`src/rtl/mag_sq_pipe.sv`:
```
// mag_sq_pipe: squared magnitude |a|^2 of a signed complex fixed-point sample,
// plus a block-energy accumulator fed from the same pipeline.
//
// The magnitude pipeline has three stages. S1 registers the input, S2 forms
// the two full-width products, and S3 adds them, rounds, shifts and saturates
// into mag_out. A single stall condition (out_valid && !out_ready) freezes
// every stage and the accumulator. Bubbles move through the pipeline with
// valid=0 and are never squeezed out.
//
// Ports
//   clk, rst_n           clock, asynchronous active-low reset
//   a_real, a_imag       signed WIDTH-bit sample (Q format with FRAC fraction bits)
//   in_valid, in_last    sample valid; the sample closes the energy block early
//   in_ready             sample accepted this cycle when in_valid is high
//   mag_out              |a|^2 in the input Q format
//   out_valid, out_ready output handshake
//   eng_out, eng_valid   full-precision block energy, with a one-cycle strobe
//   sat_flag, sat_clr    sticky saturation flag; synchronous clear (clear wins)
module mag_sq_pipe #(
  parameter int WIDTH   = 16,
  parameter int FRAC    = 8,
  parameter int SAT_EN  = 1,
  parameter int RND_EN  = 0,
  parameter int ACC_LEN = 64
) (
  input  logic                                clk,
  input  logic                                rst_n,
  input  logic [WIDTH-1:0]                    a_real,
  input  logic [WIDTH-1:0]                    a_imag,
  input  logic                                in_valid,
  input  logic                                in_last,
  output logic                                in_ready,
  output logic [WIDTH-1:0]                    mag_out,
  output logic                                out_valid,
  input  logic                                out_ready,
  output logic [2*WIDTH+$clog2(ACC_LEN):0]    eng_out,
  output logic                                eng_valid,
  output logic                                sat_flag,
  input  logic                                sat_clr
);

  localparam int PW = 2 * WIDTH;                 // product width
  localparam int SW = 2 * WIDTH + 1;             // sum width
  localparam int CW = $clog2(ACC_LEN);           // sample counter width
  localparam int EW = 2 * WIDTH + 1 + CW;        // energy width

  localparam logic [SW:0]      RND_ADD = (RND_EN != 32'sd0) ? ((SW+1)'(1) << (FRAC - 1)) : (SW+1)'(0);
  localparam logic [SW:0]      MAX_POS = (SW+1)'((2 ** (WIDTH - 1)) - 1);
  localparam logic [WIDTH-1:0] MAG_MAX = {1'b0, {(WIDTH-1){1'b1}}};
  localparam logic [CW-1:0]    CNT_LAST = CW'(ACC_LEN - 1);

  // Round at the FRAC boundary (when enabled) and drop the fraction bits.
  // One spare bit keeps the rounding addition from overflowing.
  function automatic logic [SW:0] scale_sum(input logic [SW-1:0] sum);
    logic [SW:0] t;
    t = {1'b0, sum} + RND_ADD;
    return t >> FRAC;
  endfunction

  logic                     stall_s;
  logic                     load_s;
  logic                     s1_valid_r, s1_last_r;
  logic signed [WIDTH-1:0]  s1_re_r, s1_im_r;
  logic                     s2_valid_r, s2_last_r;
  logic [PW-1:0]            s2_pre_r, s2_pim_r;
  logic [SW-1:0]            sum_s;
  logic [SW:0]              res_s;
  logic                     sat_hit_s;
  logic [WIDTH-1:0]         mag_next_s;
  logic [EW-1:0]            acc_r;
  logic [EW-1:0]            acc_sum_s;
  logic [CW-1:0]            cnt_r;
  logic                     blk_end_s;

  assign stall_s  = out_valid && !out_ready;
  assign in_ready = !stall_s;
  // S3 loads a real sample only when the pipeline advances and S2 holds one.
  assign load_s   = !stall_s && s2_valid_r;

  // Both products are squares and therefore non-negative, so the sum is unsigned.
  assign sum_s     = {1'b0, s2_pre_r} + {1'b0, s2_pim_r};
  assign res_s     = scale_sum(sum_s);
  assign acc_sum_s = acc_r + EW'(sum_s);
  assign blk_end_s = (cnt_r == CNT_LAST) || s2_last_r;

  // Saturate or wrap the scaled result into the output width.
  always_comb begin
    sat_hit_s  = 1'b0;
    mag_next_s = res_s[WIDTH-1:0];
    if ((SAT_EN != 32'sd0) && (res_s > MAX_POS)) begin
      sat_hit_s  = 1'b1;
      mag_next_s = MAG_MAX;
    end else begin
      sat_hit_s  = 1'b0;
      mag_next_s = res_s[WIDTH-1:0];
    end
  end

  // S1: input register.
  always_ff @(posedge clk or negedge rst_n) begin
    if (!rst_n) begin
      s1_valid_r <= 1'b0;
      s1_last_r  <= 1'b0;
      s1_re_r    <= '0;
      s1_im_r    <= '0;
    end else if (!stall_s) begin
      s1_valid_r <= in_valid;
      s1_last_r  <= in_last;
      s1_re_r    <= a_real;
      s1_im_r    <= a_imag;
    end
  end

  // S2: full-width signed squares; -2^(WIDTH-1) squared still fits in PW bits.
  always_ff @(posedge clk or negedge rst_n) begin
    if (!rst_n) begin
      s2_valid_r <= 1'b0;
      s2_last_r  <= 1'b0;
      s2_pre_r   <= '0;
      s2_pim_r   <= '0;
    end else if (!stall_s) begin
      s2_valid_r <= s1_valid_r;
      s2_last_r  <= s1_last_r;
      s2_pre_r   <= PW'(s1_re_r) * PW'(s1_re_r);
      s2_pim_r   <= PW'(s1_im_r) * PW'(s1_im_r);
    end
  end

  // S3: output register; mag_out keeps its last value across bubbles.
  always_ff @(posedge clk or negedge rst_n) begin
    if (!rst_n) begin
      out_valid <= 1'b0;
      mag_out   <= '0;
    end else if (!stall_s) begin
      out_valid <= s2_valid_r;
      if (s2_valid_r) begin
        mag_out <= mag_next_s;
      end
    end
  end

  // Sticky saturation flag; a clear in the same cycle as a set wins.
  always_ff @(posedge clk or negedge rst_n) begin
    if (!rst_n) begin
      sat_flag <= 1'b0;
    end else if (sat_clr) begin
      sat_flag <= 1'b0;
    end else if (load_s && sat_hit_s) begin
      sat_flag <= 1'b1;
    end
  end

  // Block energy: accumulates unrounded sums, closes on count or in_last.
  always_ff @(posedge clk or negedge rst_n) begin
    if (!rst_n) begin
      acc_r     <= '0;
      cnt_r     <= '0;
      eng_out   <= '0;
      eng_valid <= 1'b0;
    end else begin
      eng_valid <= 1'b0;
      if (load_s) begin
        if (blk_end_s) begin
          eng_out   <= acc_sum_s;
          eng_valid <= 1'b1;
          acc_r     <= '0;
          cnt_r     <= '0;
        end else begin
          acc_r <= acc_sum_s;
          cnt_r <= cnt_r + CW'(1);
        end
      end
    end
  end

endmodule

```
`config.mk`:
```
export PLATFORM = sky130hd
export DESIGN_NAME = mag_sq_pipe
export DESIGN_NICKNAME = d
export VERILOG_FILES = /design/src/rtl/mag_sq_pipe.sv
export SDC_FILE = /design/constraint.sdc
export NUM_CORES = 2
export LEC_CHECK = 0
export ABC_AREA = 0
export CAP_MARGIN = 20
export CORE_MARGIN = 3
export CORE_UTILIZATION = 44
export DETAILED_ROUTE_END_ITERATION = 6
export GPL_ROUTABILITY_DRIVEN = 1
export PLACE_DENSITY_LB_ADDON = 0.08
export SYNTH_ARGS = -nofsm -noshare
export SYNTH_HDL_FRONTEND = slang
export SYNTH_SLANG_ARGS = --single-unit
```
`constraint.sdc`:
```
create_clock -name clk -period 7.1 [get_ports clk]
set_clock_uncertainty 0.2 [all_clocks]
set_input_delay 0.71 -clock clk [delete_from_list [all_inputs] [get_ports clk]]
set_output_delay 0.71 -clock clk [all_outputs]
set_load 0.01 [all_outputs]
```
==> reports/metrics.yaml <==
outcome:
  outcome: "finished, final reports clean"
synthesis:
  async_reset_ff_share_pct: 100.0
  ys_seq_area_share_pct: 17.61
  post-synth-top-area-cell: "fa_1"
  synth_compound_area_share_pct: 11.80
  netlist_area_mm2: 0.02857
  syn-num-nets: 3862
  netlist.area_leader.share_pct: 32.86
  synth-seq-cells: 201
  synth_edf_count: 0
  synthFlopType: "dfrtp_1"
  synth.mux.area_fraction_pct: 0.4993
  synth_top_family_by_area: "adder cells"
  synth.area.top_cells: "fa_1 33%, dfrtp_1 18%, ha_1 11%"
  synth_xor_area_share_pct: 4.415
  synth_fa_ha_area_share_pct: 43.59
  synth_warnings: 0
  syn_inst: 3110
  syn_avg_cell_area_um2: 9.186
  synth_commonest_cells: "670 x inv_1, 469 x fa_1, 396 x nand2_1"
  ys_types: 77
  yosys.area_share.simple_pct: 11.87
  synth_most_common_cell: "inv_1"
grt:
  grt_pass1_wl_mm: 116.3
  grt_overflow_total: 0
  grt_usage_pct: 21.41
  grt_max_degree: 91
  grt_antenna_before_repair: 1
  grt_pass1_vias: 22802
clocking:
  path_clk_slew_ns: 0.06
  cts_buffer_depth: 3
  clock_sinks: 201
  cts_tree: "built"
  cts-root-buf: "clkbuf_16"
  worstSkewPairLatency_ns: 0.56
  numCtsBuffers: 27
  htreeDepth: 1
worst_setup_path:
  worstSetupPathType: "reg2reg"
  end_kind: "flip-flop"
  rrSetupSlack_ns: 0.23
  start_kind: "flip-flop"
  worstPathRequired_ns: 7.29
  arrival_ns: 7.06
  reg2reg_to: "s2_pim_r[31]$_DFFE_PN0N_"
  worst-r2r-cell-count: 23
  crit_fanout: 6
  reg2reg_from: "s1_im_r[8]$_DFFE_PN0N_"
  critical_path.startpoint: "s1_im_r[8]$_DFFE_PN0N_"
  crit_path_end: "s2_pim_r[31]$_DFFE_PN0N_"
route:
  drtIter0Drc: 969
  vias: 20982
  drtAntennaViolNets: 0
  viasPerCell: 5.121
  finalWirelength_mm: 69.40
  avgRoutedWirePerCell_um: 16.94
  first_pass_iters: 7
  drc_errors: 0
placement:
  io_buffers: 96
  hpwl_mm: 57.63
  gp_congestion: 0.8797
floorplanning:
  ioPinCount: 97
  fp-row-count: 92
  coreArea_mm2: 0.06366
  dieArea_mm2: 0.06802
  die_w_um: 260.8
  die_h_um: 260.8
  start_util_pct: 44.88
sta:
  fmax_ghz: 0.1456
  tightestPinTransition_ns: 1.033
  fin_crit_sh_pct: 96.73
  final_max_slew_viol_count: 0
  slew_headroom_pct: 30.06
  setup_viol: 0
  holdWs_ns: 0.2642
  finalHoldViolCount: 0
  fin_crit_ns: 6.868
finish:
  fin_nets: 3983
  diodes: 0
  drive_gt1_share_pct: 6.552
  utilization_pct: 50.24
  area_growth_pct: 11.93
job:
  drv_cap: 0
min_path:
  hp-class: "reg2reg"
  hold_depth: 2
[repair_timing]
action | 4_1_cts | 5_1_grt
hold buffers | 1 | 0
buffers inserted | 0 | 14
pin swaps | 0 | 2
setup endpoints to repair | 2 | 8
endpoints found under the hold margin | 42 | 0
resized for setup | 2 | 22
[layout by cell type (no fill, tap or decap), types with 5 or more instances in the layout]
master           count
dfrtp_1            187
nor2_1             138
and3_1              14
inv_1              669
o21a_1              13
or2_2                7
dfrtp_2             14
mux2_2              10
or3_1               12
nand2_1            394
a21oi_1            112
bufinv_16            5
clkbuf_8             5
o22a_1              14
o211ai_1             5
fa_1               468
nand4_1             11
o41ai_1              5
a21o_1              79
o21ai_1             23
xnor2_1            104
nand2b_1            23
nand3_1             23
clkdlybuf4s50_1     95
o31ai_1             11
a31oi_1             17
a211oi_1            11
and2_1              79
clkbuf_16           27
xor2_1              40
o21ai_0            109
nor3_1              17
o21bai_1            16
a22o_1              24
ha_1               245
buf_4               92
a31o_2              12
nor2b_1             15
[worst min-delay path by stage]
stage / slack (ns) / from / end
6_report: 0.26 / s1_last_r$_DFFE_PN0N_ / s1_last_r$_DFFE_PN0N_
3_5_place_dp: 0.26 / s1_last_r$_DFFE_PN0N_ / s1_last_r$_DFFE_PN0N_
5_1_grt: 0.28 / s1_last_r$_DFFE_PN0N_ / s1_last_r$_DFFE_PN0N_
3_3_place_gp: 0.26 / s1_last_r$_DFFE_PN0N_ / s1_last_r$_DFFE_PN0N_
4_1_cts: 0.27 / s1_last_r$_DFFE_PN0N_ / s1_last_r$_DFFE_PN0N_
2_1_floorplan: 0.21 / rst_n / acc_r[0]$_DFFE_PN0P_
[layout make-up]
class                      instances  area, um^2
clock inverter                    15       227.7
tap                              846        1059
fill                            6007       31680
clock buffer                      34       752.0
timing repair buffer             193        1708
inverter                         672        2525
multi-input combinational       2136       20660
sequential                       201        5047
[worst max-delay path, cell delays in order, from the launching register on]
cell and delay [ns]:
dfrtp_2 0.47, buf_4 0.17, and2_1 0.18, fa_1 0.49, inv_1 0.05, fa_1 0.47
fa_1 0.52, inv_1 0.06, fa_1 0.49, fa_1 0.49, inv_1 0.04, fa_1 0.48
inv_1 0.04, ha_1 0.33, a21oi_1 0.17, o21ai_0 0.17, a22o_1 0.27, or4b_1 0.53
o211ai_1 0.19, nor3_2 0.09, or3b_1 0.40, a31oi_2 0.19, xnor2_1 0.14, o21ai_1 0.07
[per-stage QoR]
| step | setup WS (ns) | instance area, um^2 | TNS (ns) | instances |
|---|---|---|---|---|
| 6_report | 0.2323 | 31980 | 0 | 4097 |
| 5_1_grt | -0.002470 | 31980 | -0.002470 | 4097 |
| 4_1_cts | 0.05405 | 31820 | 0 | 4083 |
| 3_5_place_dp | -0.01632 | 30830 | -0.01632 | 4033 |
| 3_3_place_gp | 0.1022 | 30830 | 0 | 4033 |
| 2_1_floorplan | 0.3737 | 28570 | 0 | 3110 |
[layer usage]
metal	track usage, %	vias to the layer above	share of wire (%)
li1	-	9977	-
met1	28.16	10583	43
met2	37.78	318	50
met3	2.193	104	3.6
met4	5.528	0	2.8
met5	0	-	0
[cells by family after synthesis]
kind of cell,after synthesis
muxes,13
AOI/OAI and AO/OA,507
and+or+nand+nor,758
adders and majority gates,714
DFF,201
buffers and inverters,773
xor gates and xnor gates,144
[flip-flops by register name, indices dropped and copies added (netlist names), 6 cells and up]
name	count
acc_r	39
eng_out	39
s2_pim_r	31
s2_pre_r	31
mag_out	16
s1_im_r	16
s1_re_r	16
cnt_r	6
Power is left out: the tool's default activity adds up to more than one toggle a clock period on the data nets, which glitch-free logic cannot reach.
